File: src/rtl/colorconv_pipe_if.sv
// Pixel stream bus for colorconv_pipe: raw input pixel side (in_*) and
// converted line-buffer write side.
interface colorconv_if #(
  parameter int unsigned ADDR_WIDTH = 10
);
  logic                  in_wren;
  logic [ADDR_WIDTH-1:0] in_wraddr;
  logic [7:0]            in_red;
  logic [7:0]            in_green;
  logic [7:0]            in_blue;
  logic                  in_starttrigger;

  logic                  wren;
  logic [ADDR_WIDTH-1:0] wraddr;
  logic [23:0]           wrdata;
  logic                  starttrigger;

  modport master (
    output in_wren, in_wraddr, in_red, in_green, in_blue, in_starttrigger,
    input  wren, wraddr, wrdata, starttrigger
  );

  modport slave (
    input  in_wren, in_wraddr, in_red, in_green, in_blue, in_starttrigger,
    output wren, wraddr, wrdata, starttrigger
  );
endinterface

File: src/rtl/colorconv_pipe.sv
// Three-stage pixel colour-format converter feeding a line buffer.
// The conversion mode is latched on frame-start pixels and carried per stage.
module colorconv_pipe #(
  parameter int unsigned ADDR_WIDTH   = 10,
  parameter bit          ENABLE_YCBCR = 1'b1
) (
  input  logic       clock,
  input  logic       reset,
  input  logic [2:0] color_config,
  output logic [2:0] mode_active,
  colorconv_if.slave bus
);

  localparam int unsigned CH_W   = 8;
  localparam int unsigned PROD_W = 18;
  localparam int unsigned SUM_W  = 20;
  localparam int unsigned LIM_W  = 16;

  localparam logic [2:0] MODE_RGB888  = 3'd0;
  localparam logic [2:0] MODE_RGB555  = 3'd1;
  localparam logic [2:0] MODE_RGB565  = 3'd2;
  localparam logic [2:0] MODE_LIMITED = 3'd3;
  localparam logic [2:0] MODE_YCBCR   = 3'd4;

  function automatic logic [CH_W-1:0] expand5(input logic [CH_W-1:0] c);
    return c | (c >> 5);
  endfunction

  function automatic logic [CH_W-1:0] expand6(input logic [CH_W-1:0] c);
    return c | (c >> 6);
  endfunction

  function automatic logic signed [PROD_W-1:0] mul_coef(input logic [CH_W-1:0] c,
                                                        input logic signed [PROD_W-1:0] k);
    return $signed({10'd0, c}) * k;
  endfunction

  function automatic logic [CH_W-1:0] sat8(input logic signed [SUM_W-1:0] v);
    if (v < 20'sd0)        return 8'd0;
    else if (v > 20'sd255) return 8'hFF;
    else                   return v[CH_W-1:0];
  endfunction

  // Rounded, floored (arithmetic shift) weighted sum of three products plus offset.
  function automatic logic [CH_W-1:0] ycc_chan(input logic signed [PROD_W-1:0] p0,
                                               input logic signed [PROD_W-1:0] p1,
                                               input logic signed [PROD_W-1:0] p2,
                                               input logic signed [SUM_W-1:0]  offset);
    logic signed [SUM_W-1:0] s;
    s = SUM_W'(p0) + SUM_W'(p1) + SUM_W'(p2) + 20'sd128;
    return sat8((s >>> 8) + offset);
  endfunction

  function automatic logic [CH_W-1:0] lim_chan(input logic [LIM_W-1:0] p);
    return sat8($signed(SUM_W'((p + 16'd128) >> 8)) + 20'sd16);
  endfunction

  // ---------------------------------------------------------------- S1
  logic [2:0] mode_sel_c;

  // Mode only switches on a frame-start pixel; unsupported codes fall back to RGB888.
  always_comb begin
    mode_sel_c = mode_active;
    if (bus.in_starttrigger) begin
      case (color_config)
        MODE_RGB555, MODE_RGB565, MODE_LIMITED: mode_sel_c = color_config;
        MODE_YCBCR: mode_sel_c = ENABLE_YCBCR ? MODE_YCBCR : MODE_RGB888;
        default:    mode_sel_c = MODE_RGB888;
      endcase
    end
  end

  logic                  s1_valid;
  logic                  s1_trig;
  logic [ADDR_WIDTH-1:0] s1_addr;
  logic [2:0]            s1_mode;
  logic [CH_W-1:0]       s1_r;
  logic [CH_W-1:0]       s1_g;
  logic [CH_W-1:0]       s1_b;

  always_ff @(posedge clock) begin
    if (reset) begin
      s1_valid    <= 1'b0;
      s1_trig     <= 1'b0;
      s1_addr     <= '0;
      s1_mode     <= MODE_RGB888;
      s1_r        <= '0;
      s1_g        <= '0;
      s1_b        <= '0;
      mode_active <= MODE_RGB888;
    end else begin
      s1_valid    <= bus.in_wren;
      s1_trig     <= bus.in_starttrigger;
      s1_addr     <= bus.in_wraddr;
      s1_mode     <= mode_sel_c;
      s1_r        <= bus.in_red;
      s1_g        <= bus.in_green;
      s1_b        <= bus.in_blue;
      mode_active <= mode_sel_c;
    end
  end

  // ---------------------------------------------------------------- S2
  logic [23:0] direct_c;

  // Modes 0-2 finish here; bit replication fills the low bits of 5/6-bit channels.
  always_comb begin
    direct_c = {s1_r, s1_g, s1_b};
    case (s1_mode)
      MODE_RGB555: direct_c = {expand5(s1_r), expand5(s1_g), expand5(s1_b)};
      MODE_RGB565: direct_c = {expand5(s1_r), expand6(s1_g), expand5(s1_b)};
      default:     direct_c = {s1_r, s1_g, s1_b};
    endcase
  end

  logic signed [PROD_W-1:0] y_r_c, y_g_c, y_b_c;
  logic signed [PROD_W-1:0] cb_r_c, cb_g_c, cb_b_c;
  logic signed [PROD_W-1:0] cr_r_c, cr_g_c, cr_b_c;

  // BT.601 limited-range coefficient products; tied off when YCbCr is not built.
  always_comb begin
    y_r_c  = '0;
    y_g_c  = '0;
    y_b_c  = '0;
    cb_r_c = '0;
    cb_g_c = '0;
    cb_b_c = '0;
    cr_r_c = '0;
    cr_g_c = '0;
    cr_b_c = '0;
    if (ENABLE_YCBCR) begin
      y_r_c  = mul_coef(s1_r, 18'sd66);
      y_g_c  = mul_coef(s1_g, 18'sd129);
      y_b_c  = mul_coef(s1_b, 18'sd25);
      cb_r_c = mul_coef(s1_r, -18'sd38);
      cb_g_c = mul_coef(s1_g, -18'sd74);
      cb_b_c = mul_coef(s1_b, 18'sd112);
      cr_r_c = mul_coef(s1_r, 18'sd112);
      cr_g_c = mul_coef(s1_g, -18'sd94);
      cr_b_c = mul_coef(s1_b, -18'sd18);
    end
  end

  logic                     s2_valid;
  logic                     s2_trig;
  logic [ADDR_WIDTH-1:0]    s2_addr;
  logic [2:0]               s2_mode;
  logic [23:0]              s2_direct;
  logic [LIM_W-1:0]         s2_lim_r, s2_lim_g, s2_lim_b;
  logic signed [PROD_W-1:0] s2_y_r, s2_y_g, s2_y_b;
  logic signed [PROD_W-1:0] s2_cb_r, s2_cb_g, s2_cb_b;
  logic signed [PROD_W-1:0] s2_cr_r, s2_cr_g, s2_cr_b;

  always_ff @(posedge clock) begin
    if (reset) begin
      s2_valid  <= 1'b0;
      s2_trig   <= 1'b0;
      s2_addr   <= '0;
      s2_mode   <= MODE_RGB888;
      s2_direct <= '0;
      s2_lim_r  <= '0;
      s2_lim_g  <= '0;
      s2_lim_b  <= '0;
      s2_y_r    <= '0;
      s2_y_g    <= '0;
      s2_y_b    <= '0;
      s2_cb_r   <= '0;
      s2_cb_g   <= '0;
      s2_cb_b   <= '0;
      s2_cr_r   <= '0;
      s2_cr_g   <= '0;
      s2_cr_b   <= '0;
    end else begin
      s2_valid  <= s1_valid;
      s2_trig   <= s1_trig;
      s2_addr   <= s1_addr;
      s2_mode   <= s1_mode;
      s2_direct <= direct_c;
      s2_lim_r  <= LIM_W'(s1_r) * 16'd220;
      s2_lim_g  <= LIM_W'(s1_g) * 16'd220;
      s2_lim_b  <= LIM_W'(s1_b) * 16'd220;
      s2_y_r    <= y_r_c;
      s2_y_g    <= y_g_c;
      s2_y_b    <= y_b_c;
      s2_cb_r   <= cb_r_c;
      s2_cb_g   <= cb_g_c;
      s2_cb_b   <= cb_b_c;
      s2_cr_r   <= cr_r_c;
      s2_cr_g   <= cr_g_c;
      s2_cr_b   <= cr_b_c;
    end
  end

  // ---------------------------------------------------------------- S3
  logic [23:0] data_c;

  always_comb begin
    data_c = s2_direct;
    case (s2_mode)
      MODE_LIMITED: data_c = {lim_chan(s2_lim_r), lim_chan(s2_lim_g), lim_chan(s2_lim_b)};
      MODE_YCBCR:   data_c = {ycc_chan(s2_y_r,  s2_y_g,  s2_y_b,  20'sd16),
                              ycc_chan(s2_cb_r, s2_cb_g, s2_cb_b, 20'sd128),
                              ycc_chan(s2_cr_r, s2_cr_g, s2_cr_b, 20'sd128)};
      default:      data_c = s2_direct;
    endcase
  end

  always_ff @(posedge clock) begin
    if (reset) begin
      bus.wren         <= 1'b0;
      bus.starttrigger <= 1'b0;
      bus.wraddr       <= '0;
      bus.wrdata       <= '0;
    end else begin
      bus.wren         <= s2_valid;
      bus.starttrigger <= s2_trig;
      bus.wraddr       <= s2_addr;
      bus.wrdata       <= data_c;
    end
  end

endmodule
File: src/flat_wrapper.sv
// flat-port wrapper written by rule: the top's interface ports become plain ports
module colorconv_pipe_flat 
#(
  parameter int unsigned ADDR_WIDTH   = 10,
  parameter bit          ENABLE_YCBCR = 1'b1
)
  (clock, reset, color_config, mode_active, bus_in_wren, bus_in_wraddr, bus_in_red, bus_in_green, bus_in_blue, bus_in_starttrigger, bus_wren, bus_wraddr, bus_wrdata, bus_starttrigger);
  colorconv_if #(.ADDR_WIDTH(ADDR_WIDTH)) bus_i ();
  input  logic clock;
  input  logic reset;
  input  logic [2:0] color_config;
  output logic [2:0] mode_active;
  input wire logic [$bits(bus_i.in_wren)-1:0] bus_in_wren;
  input wire logic [$bits(bus_i.in_wraddr)-1:0] bus_in_wraddr;
  input wire logic [$bits(bus_i.in_red)-1:0] bus_in_red;
  input wire logic [$bits(bus_i.in_green)-1:0] bus_in_green;
  input wire logic [$bits(bus_i.in_blue)-1:0] bus_in_blue;
  input wire logic [$bits(bus_i.in_starttrigger)-1:0] bus_in_starttrigger;
  output wire logic [$bits(bus_i.wren)-1:0] bus_wren;
  output wire logic [$bits(bus_i.wraddr)-1:0] bus_wraddr;
  output wire logic [$bits(bus_i.wrdata)-1:0] bus_wrdata;
  output wire logic [$bits(bus_i.starttrigger)-1:0] bus_starttrigger;
  assign bus_i.in_wren = bus_in_wren;
  assign bus_i.in_wraddr = bus_in_wraddr;
  assign bus_i.in_red = bus_in_red;
  assign bus_i.in_green = bus_in_green;
  assign bus_i.in_blue = bus_in_blue;
  assign bus_i.in_starttrigger = bus_in_starttrigger;
  assign bus_wren = bus_i.wren;
  assign bus_wraddr = bus_i.wraddr;
  assign bus_wrdata = bus_i.wrdata;
  assign bus_starttrigger = bus_i.starttrigger;
  colorconv_pipe #(.ADDR_WIDTH(ADDR_WIDTH), .ENABLE_YCBCR(ENABLE_YCBCR)) u_core (.clock(clock), .reset(reset), .color_config(color_config), .mode_active(mode_active), .bus(bus_i));
endmodule
File: config.mk
export PLATFORM = sky130hd
export DESIGN_NAME = colorconv_pipe_flat
export DESIGN_NICKNAME = d
export VERILOG_FILES = /design/src/rtl/colorconv_pipe_if.sv /design/src/rtl/colorconv_pipe.sv /design/src/flat_wrapper.sv
export SDC_FILE = /design/constraint.sdc
export NUM_CORES = 1
export LEC_CHECK = 0
export BUFFER_PORTS_ARGS = -buffer_cell sky130_fd_sc_hd__buf_2
export CORE_ASPECT_RATIO = 2
export CORE_MARGIN = 5
export CORE_UTILIZATION = 40
export CTS_CLUSTER_DIAMETER = 150
export DETAILED_ROUTE_END_ITERATION = 8
export GPL_TIMING_DRIVEN = 1
export SYNTH_ARGS = -nofsm -noshare
export SYNTH_HDL_FRONTEND = slang
export SYNTH_SLANG_ARGS = --single-unit
File: constraint.sdc
create_clock -name clock -period 6 [get_ports clock]
set_clock_uncertainty 0.05 [all_clocks]
set_input_delay 0.3 -clock clock [delete_from_list [all_inputs] [get_ports clock]]
set_output_delay 0.3 -clock clock [all_outputs]
set_load 0.1 [all_outputs]
After elaboration in Yosys (flattened, before gate mapping):

Index checks and enable logic that the tools add are counted.
W data, S select, Z words.

* add/sub/neg operators: 18
* multipliers: 12
* order comparisons: 12
* equal/unequal tests: 8
* mux-type cells: 15
* bitwise gates (word level): 4
* reduce and logical (&&, ||, !) cells: 1

Operators by type and width (number)
* $gt A20 B9 Y1 const B: 6
* $lt A20 B1 Y1 const B: 6
* $mux W8: 12
* $pmux W24 S2: 2
* $add A20 B9 Y20 const B: 3
* $mul A8 B6 Y14 const B: 4
* $add A16 B8 Y17 const B: 3
* $add A12 B5 Y13 const B: 3
* $add A16 B17 Y18: 2
* $mul A9 B7 Y16 const B: 2
* $add A12 B9 Y13 const B: 2
* $or A8 B3 Y8: 3
* $mul A8 B3 Y11 const B: 2
* $add A18 B15 Y19: 1
* $add A18 B16 Y19: 1
* $add A17 B13 Y18: 1
* $add A15 B16 Y17: 1
* $mul A8 B8 Y16 const B: 1
* $mul A9 B6 Y15 const B: 1
* $mul A9 B5 Y14 const B: 1
* $add A12 B6 Y13 const B: 1
* $mul A8 B5 Y13 const B: 1
* $eq A3 B2 Y1 const B: 4
* $or A8 B2 Y8: 1
* 4 further kinds: 6

* register bits: 301
* input port bits: 41
* output and inout bits: 39
* word-level logic and storage cells: 108

Logic depth before layout (Yosys ltp):

Gate-level depths: netlist of run 1.

* depth in word-level cells: 8
* depth in mapped cells: 20
* gate-level depth less buffers: 20

Worst setup path before layout of run 1:

Ideal clock, no wire load.

* path type: reg2reg
* start point: register u_core.s2_cr_b[10]
* end point: register u_core.bus.wrdata[7]
* setup time: 0.127 ns
* arrival: 4.358 ns
* required time: 5.823 ns
* setup slack: 1.465 ns
* stages on the path, launching flop included: 18
* buffers on the path: 0
* period minus slack after synthesis: 4.535 ns
* cell sequence: dfxtp_1 > inv_1 > fa_1 > inv_1 > ha_1 > and2_1 > a32o_1 > a211o_1 > a211oi_2 > nand4b_1 > nor4_2 > xnor2_1 > ha_1 > nor4b_1 > mux2_2 > a2bb2oi_1 > o211a_2 > or3_1

* longest elaborated chain between the ends: 7
* elaborated cells on any way between the ends: 8
* those cells by class: add/sub: 3; order compare: 2; mux: 3

RTL lines
* start: declaration: RTL line colorconv_pipe.sv:152 `logic signed [PROD_W-1:0] s2_cr_r, s2_cr_g, s2_cr_b;`
* start signal: assignment: RTL line colorconv_pipe.sv:190 `s2_cr_b <= cr_b_c;`
* $add A18 B15 Y19 *: RTL line colorconv_pipe.sv:50 `s = SUM_W'(p0) + SUM_W'(p1) + SUM_W'(p2) + 20'sd128;`
* $add A20 B9 Y20 *: RTL line colorconv_pipe.sv:50
* $add A12 B9 Y13 *: RTL line colorconv_pipe.sv:51 `return sat8((s >>> 8) + offset);`
* $gt A20 B9 Y1: RTL line colorconv_pipe.sv:40 `else if (v > 20'sd255) return 8'hFF;`
* $mux W8: RTL line colorconv_pipe.sv:40
* $mux W8 *: RTL line colorconv_pipe.sv:39 `if (v < 20'sd0) return 8'd0;`
* $pmux W24 S2 *: RTL line colorconv_pipe.sv:199 `case (s2_mode)`
* end signal: assignment: RTL line colorconv_pipe.sv:218 `bus.wrdata <= data_c;`
* end: declaration: RTL line colorconv_pipe_if.sv:25 `output wren, wraddr, wrdata, starttrigger`

Mark *: on every way between the ends. The rest lies on a longest branch, timed or not.
A chain may end at the register's enable or synchronous reset.

Worst setup path after layout of run 1:

* start point: register u_core.s2_cr_g[4]
* end point: register u_core.bus.wrdata[7]

* longest elaborated chain between the ends: 8
* elaborated cells on any way between the ends: 9
* those cells by class: add/sub: 4; order compare: 2; mux: 3

RTL lines
* start: declaration: RTL line colorconv_pipe.sv:152
* start signal: assignment: RTL line colorconv_pipe.sv:189 `s2_cr_g <= cr_g_c;`
* $add A16 B17 Y18 *: RTL line colorconv_pipe.sv:50
* $add A18 B15 Y19 *: RTL line colorconv_pipe.sv:50
* $add A20 B9 Y20 *: RTL line colorconv_pipe.sv:50
* $add A12 B9 Y13 *: RTL line colorconv_pipe.sv:51
* $gt A20 B9 Y1: RTL line colorconv_pipe.sv:40
* $mux W8: RTL line colorconv_pipe.sv:40
* $mux W8 *: RTL line colorconv_pipe.sv:39
* $pmux W24 S2 *: RTL line colorconv_pipe.sv:199

Marked as above.

==> metrics.md, run 1 <==
| Metric | Value |
|---|---|
| Worst-case reg-to-reg path depth | `17` |
| WHS Endpoint | `u_core.s1_mode[2]$_SDFFE_PP0P_` |
| Arrival time worst endpoint | `around 5.5 ns` |
| Crit Path Class | `reg -> reg` |
| Clk_lat worst skew | `roughly 0.57 ns` |
| Endpoint class of the critical path | `register` |
| Setup TNS | `0 ns` |
| Core area | `48350 sq um` |
| Vias in the first global route | `16030` |
| Die area | `between 50000 and 60000 sq um` |
| Final Setup Violations | `0` |
| Area of the multi-input gates | `between 10000 and 15000 sq um` |
| Share of cells above drive strength 1 | `slightly below 7%` |
| Ys async rst share | `0%` |
| CTS Hold Bufs | `40` |
| Antenna cells | `0` |
| Dpl cells | `between 2000 and 3000` |
| Vias | `around 15000` |
| Crit-path cells | `inv_1 -> fa_1 -> inv_1 -> ha_1 -> or2_1 -> o211ai_1 -> a21oi_1 -> a211oi_1 -> nand4b_1 -> nor4_2 -> xnor2_1 -> ha_1 -> nor4b_1 -> mux2_2 -> a2bb2oi_1 -> o211a_2 -> or3_1` |
| Most frequent cells in the layout | `ha_1 (321), inv_1 (309), dfxtp_1 (250)` |
| Switching share of power | `between 40% and 50%` |
| VDD IR max | `just under 200 uV` |
| Count of different cell masters after synthesis | `83` |
| Final hold vios | `0` |
| Status | `finished clean` |
| Worst-path maximum fanout | `8` |
| Final Cycle Share | `around 85%` |
| Sequential share of power | `between 20% and 30%` |
| Post-synth top area share | `25.60%` |
| Largest net degree at the start of global routing | `roughly 140` |
| FMAX | `between 150 and 200 MHz` |
| CP max-delay cell | `fa_1` |
| Synth area leader | `dfxtp_1` |
| CP Launch Type | `register` |
| Reg2reg start | `u_core.s2_cr_g[4]$_SDFF_PP0_` |
| Slew of the pin with the lowest slew margin | `roughly 1.1 ns` |
| DRC viols | `0` |
| Global-route wire length before repair | `between 80000 and 90000 microns` |
| Filler Cells Inserted | `4626` |
| Post-synth EDFFs | `0` |
| Main synth FF type | `dfxtp_1` |
| Initial Utilization | `~40%` |
| Post-CTS setup buffers | `0` |
| Register area share after synthesis | `25.60%` |
| All-Layer GR Usage | `between 20% and 30%` |
| Synth Register Bits | `250` |
| Final WL | `55030 microns` |
| 1st-iter DRT viols | `between 500 and 600` |
| Yosys Warn Count | `0` |
| Slew margin rel. | `between 20% and 30%` |
| Ports | `80` |
| CTS tree | `yes` |
| RSZ-0062 raised after global routing | `false` |
| Clock root buffer | `clkbuf_16` |
| Mapped Area | `around 20000 sq um` |
| H-tree depth | `1` |
| Clock sinks | `between 200 and 300` |
| Clk buf depth | `3` |
| Mean routed wirelength per cell | `around 19 microns` |
| Min-delay src | `color_config[2]` |
| Final hold slack | `0.1309 ns` |
| R2R Setup Slk | `0.88 ns` |
| Syn Nets | `between 2000 and 3000` |
| Crit Reg-Reg Endpoint | `u_core.bus.wrdata[7]$_SDFF_PP0_` |
| Die H | `between 300 and 400 microns` |
| DP Area | `around 21000 sq um` |
| Worst stage delay on the critical path | `0.54 ns` |
| Post-route cell area | `between 20000 and 25000 sq um` |
| Comb power frac | `52.4%` |
| CP Buf/Inv Count | `2` |
| Worst Path Required | `6.40 ns` |
| Pwr per Cell Area | `between 300 and 400 nW/um^2` |
| Hold Crit Depth | `4` |
| Num rows | `~110` |
| Final non-filler cell total | `around 2900` |
| Drt pass-1 iters | `5` |
| Cts repair resizes | `0` |
| Final total power | `between 7 and 8 mW` |
| Register area | `about 5000 sq um` |
| Die width | `about 170 microns` |
| Mapped Cells | `2106` |
| Antenna violations before repair | `0` |
| Psw | `around 3.4 mW` |
| Port Buffer Count | `79` |
| Syn_area_per_cell | `roughly 9.3 sq um` |
| Max cap viols | `0` |
| Post-layout nets | `roughly 2700` |
| Reg clk slew, reported paths | `about 0.07 ns` |
| Crit path time final | `5.115 ns` |
| Final Slew Violations | `0` |
| Static Leak | `roughly 11 nW` |
| Final ANT Viol Nets | `0` |
| Clock network fraction of total power | `a little over a fifth` |
| HP Class | `in -> reg` |
| Pint | `between 4 and 5 mW` |
| Commonest non-fill, non-tap cell in the layout | `ha_1` |
| Vias per std cell | `between 5 and 6` |
| Placer congestion estimate | `roughly 0.94` |
| Ranking of synthesized cells by area | `dfxtp_1 (26%), ha_1 (21%), fa_1 (13%)` |
| Hpwl dp | `between 40000 and 50000 microns` |
| Cts bufs inserted | `24` |
| CP top delay family | `simple AND/OR/NAND/NOR gates` |
| Layout area overhead | `11.90%` |
| Grt ovf | `0` |
## per-stage QoR
step | util [%] | setup slack, ns
floorplan | - | 1.465
global placement | 42.73 | 1.104
detailed placement | 42.73 | 0.9389
CTS | 45.25 | 0.9176
global route | 45.25 | 0.5889
finish | 45.25 | 0.8847
## power by group through the flow
stage / logic (mW) / clock network (mW) / registers, mW
after floorplan: 2.92 / 0 / 2.13
after global placement: 3.92 / 0 / 2.11
after detailed placement: 3.98 / 0 / 2.11
after CTS: 4.04 / 1.65 / 2.07
after global routing: 4.48 / 1.72 / 2.09
final: 4.04 / 1.61 / 2.07
## worst max-delay path by stage
stage	start	cells past startpoint	slack, ns	to
2_1_floorplan	u_core.s2_cr_b[10]$_SDFF_PP0_	17	1.46	u_core.bus.wrdata[7]$_SDFF_PP0_
3_3_place_gp	u_core.s2_cr_b[6]$_SDFF_PP0_	17	1.10	u_core.bus.wrdata[7]$_SDFF_PP0_
3_5_place_dp	u_core.s2_cr_g[4]$_SDFF_PP0_	17	0.94	u_core.bus.wrdata[7]$_SDFF_PP0_
4_1_cts	u_core.s2_cr_g[4]$_SDFF_PP0_	17	0.92	u_core.bus.wrdata[7]$_SDFF_PP0_
5_1_grt	u_core.s2_cr_g[4]$_SDFF_PP0_	17	0.59	u_core.bus.wrdata[7]$_SDFF_PP0_
6_report	u_core.s2_cr_g[4]$_SDFF_PP0_	17	0.88	u_core.bus.wrdata[7]$_SDFF_PP0_
## metal layers
layer  part of all wire, %  wire length (microns)  GRT usage, %  vias to the layer above
met5                     0                      0             0                        -
met4                   8.6                   4722         14.76                        0
li1                      -                      -             -                     7250
met2                    58                  31800         43.04                      276
met3                   1.9                   1067         1.484                      151
met1                    32                  17440         17.45                     7049
## area by class of cell
type	count	area share (%)
clock inverters	15	0.8749
well taps	638	3.648
clock buffers	29	2.876
inverters	309	5.301
flip-flops and latches	250	22.87
multi-input cells	1500	60.35
repair buffers	129	4.077
## state kept, by name, indices dropped and copies added, names as in the netlist, 10 cells and up
register / count
u_core.bus.wrdata: 24
u_core.s2_direct: 18
u_core.s2_cr_g: 16
u_core.s2_cb_g: 15
u_core.s2_cb_r: 14
u_core.s2_cr_b: 14
u_core.s2_y_b: 12
u_core.s2_y_g: 12
u_core.s2_y_r: 12
u_core.s2_cr_r: 11
u_core.bus.wraddr: 10
u_core.s1_addr: 10
u_core.s2_addr: 10
## worst min-delay path, stage by stage
cell and delay (ns):
buf_2 0.10, nor3b_1 0.13, mux2i_1 0.12, nor2_1 0.05
## cells in the mapped netlist, drive strengths merged (9+ instances only)
cell and count:
fa 129, or2 12, o21bai 41, a21o 47, o31ai 9, nand3 29, a211oi 20, and3 17
o21ai 30, a211o 12, and2 14, xnor2 108, nor2 183, a21oi 122, nand4 11, clkbuf 41
nor2b 117, xor2 44, nor4 11, ha 321, inv 309, nand2b 9, nand2 47, dfxtp 250
nor3 36, or3 11, a31oi 12
## cell families (layout without fill, tap and decap cells)
family	Yosys count	count (layout)	share of synthesized area, %
compound gates	367	367	12.77
xor+xnor	152	152	6.808
fa+ha+maj	453	453	33.90
buf+inv	356	482	6.885
flops	250	250	25.60
mux	8	8	0.4927
simple gates	520	520	13.55
Note: power is estimated with default switching activity, not from simulation.
==> inputs of run 2 (changes only) <==
- ABC_AREA: not set -> 1
- GPL_TIMING_DRIVEN: 1 -> 0
==> run 2 against run 1 <==
Clock-buffer cell count down 1. First-iteration DRC count up 18%. Highest routed layer unchanged. Critical endpoint is now u_core.s2_cb_g[16]$_SDFF_PP0_. Combinational power about the same. Design area up 3.9%. Routed wire length up 10%. Setup slack worse by 0.094 ns. Core utilization down 0.38 points.
==> metrics.md, run 2 <==
| Metric | Value |
|---|---|
| Status | `finished clean` |
| CP Launch Point | `u_core.s1_g[4]$_SDFF_PP0_` |
| Clk_lat worst skew | `0.56 ns (about the same)` |
| Slew of the pin with the lowest slew margin | `1.133 ns (-0.007407 ns)` |
| Mapped Cells | `2600 (+23%)` |
| Endpoint class of the critical path | `register` |
| Most frequent cells in the layout | `inv_1 (574), nand2_1 (353), ha_1 (321)` |
| Setup TNS | `0 ns (unchanged)` |
| Final ANT Viol Nets | `0 (unchanged)` |
| Share of cells above drive strength 1 | `8.949% (+2.2 points)` |
| Static Leak | `12.18 nW (+13%)` |
| Dpl cells | `3332 (+20%)` |
| Synth Register Bits | `250 (unchanged)` |
| Final non-filler cell total | `3414 (+19%)` |
| Arrival time worst endpoint | `5.60 ns (+0.09 ns)` |
| Placer congestion estimate | `0.9326 (-0.46%)` |
| Post-layout nets | `3234 (+20%)` |
| Global-route wire length before repair | `93690 microns (+9.5%)` |
| Crit. path cell count | `23 (+6)` |
| Max FFs per register | `24 (unchanged)` |
| Core area | `50650 sq um (+4.8%)` |
| Mapped Area | `20320 sq um (+3.9%)` |
| Main synth FF type | `dfxtp_1` |
| Grt ovf | `0 (unchanged)` |
| DRC viols | `0 (unchanged)` |
| Drt pass-1 iters | `5 (unchanged)` |
| VDD IR max | `223.0 uV (+13%)` |
| Crit path capture | `u_core.s2_cb_g[16]$_SDFF_PP0_` |
| Max cap viols | `0 (unchanged)` |
| Worst-case reg-to-reg path depth | `23 (+6)` |
| Yosys Warn Count | `0 (unchanged)` |
| Reg2reg start | `u_core.s1_g[4]$_SDFF_PP0_` |
| Ports | `80 (unchanged)` |
| Worst stage delay on the critical path | `0.72 ns (+0.18 ns)` |
| H-tree depth | `1 (unchanged)` |
| Mean routed wirelength per cell | `17.72 microns (-7.6%)` |
| CP Launch Type | `register` |
| Crit Path Class | `reg -> reg` |
| Die width | `169.4 microns (+1.8%)` |
| Ranking of synthesized cells by area | `dfxtp_1 (25%), ha_1 (20%), fa_1 (13%)` |
| RSZ-0062 raised after global routing | `false` |
| R2R Setup Slk | `0.79 ns (-0.09 ns)` |
| Pwr per Cell Area | `337.6 nW/um^2 (-4.3%)` |
| Crit-path cells | `inv_1 -> ha_1 -> inv_1 -> fa_1 -> inv_1 -> fa_1 -> inv_1 -> fa_1 -> ha_1 -> inv_1 -> nor2_1 -> o21ai_0 -> nand2_1 -> a21oi_1 -> nor2_1 -> nor2_1 -> o21ai_0 -> nand2_1 -> inv_1 -> o21ai_0 -> nand2_1 -> o21ai_0 -> a21oi_1` |
| Final hold vios | `0 (unchanged)` |
| All-Layer GR Usage | `21.91% (+1.4 points)` |
| Final WL | `60510 microns (+10%)` |
| Port Buffer Count | `78 (-1.3%)` |
| Vias | `16800 (+14%)` |
| Register area share after synthesis | `24.63% (-0.97 points)` |
| Final Cycle Share | `86.82% (+1.6 points)` |
| Synth cell count leaders | `inv_1 (574), nand2_1 (353), ha_1 (321), nor2_1 (275), dfxtp_1 (250)` |
| Biggest register | `u_core.bus.wrdata` |
| Final total power | `7.671 mW (-0.59%)` |
| Clock sinks | `250 (unchanged)` |
| Post-synth EDFFs | `0 (unchanged)` |
| CP Buf/Inv Count | `6 (+4)` |
| 1st-iter DRT viols | `681 (+18%)` |
| Final Setup Violations | `0 (unchanged)` |
| Critical Path Most Common Cell | `inv_1` |
| Crit Reg-Reg Endpoint | `u_core.s2_cb_g[16]$_SDFF_PP0_` |
| Vias per std cell | `4.922 (-4.1%)` |
| Count of different cell masters after synthesis | `44 (-47%)` |
| Antenna cells | `0 (unchanged)` |
| Largest net degree at the start of global routing | `17 (-88%)` |
| Hpwl dp | `51530 microns (+13%)` |
| Clk buf depth | `3 (unchanged)` |
| Crit path time final | `5.209 ns (+0.09382 ns)` |
| Vias in the first global route | `17330 (+8.1%)` |
| CP top delay family | `adder cells` |
| Synth area leader | `dfxtp_1` |
| Post-synth top area share | `24.63% (-0.97 points)` |
| Worst-path maximum fanout | `10 (+2)` |
| Cell with the most instances after synthesis | `inv_1` |
| Num rows | `117 (+2.6%)` |
| Syn_area_per_cell | `7.817 sq um (-16%)` |
| CP max-delay cell | `dfxtp_1` |
| Die area | `55690 sq um (+3.8%)` |
| HP Class | `in -> reg` |
| Filler Cells Inserted | `5115 (+11%)` |
| Cts bufs inserted | `25 (+4.2%)` |
| Antenna violations before repair | `0 (unchanged)` |
| Clock root buffer | `clkbuf_16` |
| Final Slew Violations | `0 (unchanged)` |
| Largest regs | `u_core.bus.wrdata (24), u_core.s2_direct (18), u_core.s2_cr_g (16)` |
| Reg clk slew, reported paths | `0.07 ns (about the same)` |
| Commonest non-fill, non-tap cell in the layout | `inv_1` |
| FMAX | `192.0 MHz (-1.8%)` |
| Layout area overhead | `11.82% (about the same)` |
| Area of the multi-input gates | `13000 sq um (-1.5%)` |
| Die H | `328.8 microns (+1.9%)` |
| Worst Path Required | `6.39 ns (about the same)` |
| Syn Nets | `3091 (+19%)` |
| Slew margin rel. | `23.65% (-0.12 points)` |
| Register area | `5005 sq um (unchanged)` |
| Initial Utilization | `40.12% (-0.31 points)` |
| CTS tree | `yes` |
| Ys async rst share | `0% (unchanged)` |
==> run 2: timing repair <==
item	CTS	global route
setup buffers	0	0
gates resized for setup	0	0
hold buffers	38	0
hold endpoints to repair	38	0
==> run 2: worst reg2reg max path, delay by kind of cell, from the launching register on <==
family                   cells  cell delay (ns)
adder cells (fa/ha/maj)      5             2.29
AND/OR/NAND/NOR              6             0.54
AO/OA/AOI/OAI                6             0.80
flip-flops                   1             0.72
buffers and inverters        6             0.70
==> run 2: through the flow <==
stage	utilization (%)	hold WS (ns)	setup WS, ns	area, sq um
2_1_floorplan	-	0.3383	1.666	20320
6_report	44.87	0.06696	0.7909	22730
5_1_grt	44.87	0.06657	0.3782	22730
3_5_place_dp	42.51	0.3435	0.7744	21530
4_1_cts	44.87	0.01695	0.7455	22730
3_3_place_gp	42.51	0.3394	0.7693	21530
==> run 2: how the worst min path moves through the flow <==
stage	start	to	slack (ns)	cells after the start
2_1_floorplan	u_core.s2_trig$_SDFF_PP0_	u_core.bus.starttrigger$_SDFF_PP0_	0.34	2
3_3_place_gp	u_core.s1_addr[3]$_SDFF_PP0_	u_core.s2_addr[3]$_SDFF_PP0_	0.34	2
3_5_place_dp	u_core.s1_addr[5]$_SDFF_PP0_	u_core.s2_addr[5]$_SDFF_PP0_	0.34	2
4_1_cts	bus_in_starttrigger	u_core.s1_mode[0]$_SDFFE_PP0P_	0.02	3
5_1_grt	bus_in_starttrigger	u_core.s1_mode[0]$_SDFFE_PP0P_	0.07	3
6_report	bus_in_starttrigger	u_core.s1_mode[0]$_SDFFE_PP0P_	0.07	3
==> run 2: cell type report <==
class | count | share of cell area, %
tap | 654 | 3.601
inverter | 582 | 9.613
sequential | 250 | 22.02
buffer | 33 | 0.5781
timing repair buffer | 116 | 3.392
clock inverter | 16 | 0.7763
clock buffer | 28 | 2.802
multi-input combinational | 1735 | 57.22
==> run 2: logic make-up after synthesis <==
kind of cell | Yosys count | share of synthesized area, %
compound gates | 351 | 9.857
flops | 250 | 24.63
fa+ha+maj | 450 | 32.47
buf+inv | 615 | 11.40
simple gates | 888 | 19.43
xor+xnor | 46 | 2.223
==> run 2: power breakdown <==
part	total [mW]	internal, mW	switching (mW)
registers	2.02	1.86	0.159
clock network	1.62	0.873	0.743
logic	4.03	1.40	2.63
total	7.67	4.14	3.53
==> run 2: metal layers <==
layer | vias to the layer above | routed length (microns) | global-route usage (%)
met4 | 0 | 4700 | 13.82
met2 | 370 | 32650 | 42.18
met3 | 142 | 1850 | 1.623
li1 | 8441 | - | -
met5 | - | 0 | 0
met1 | 7850 | 21310 | 22.32
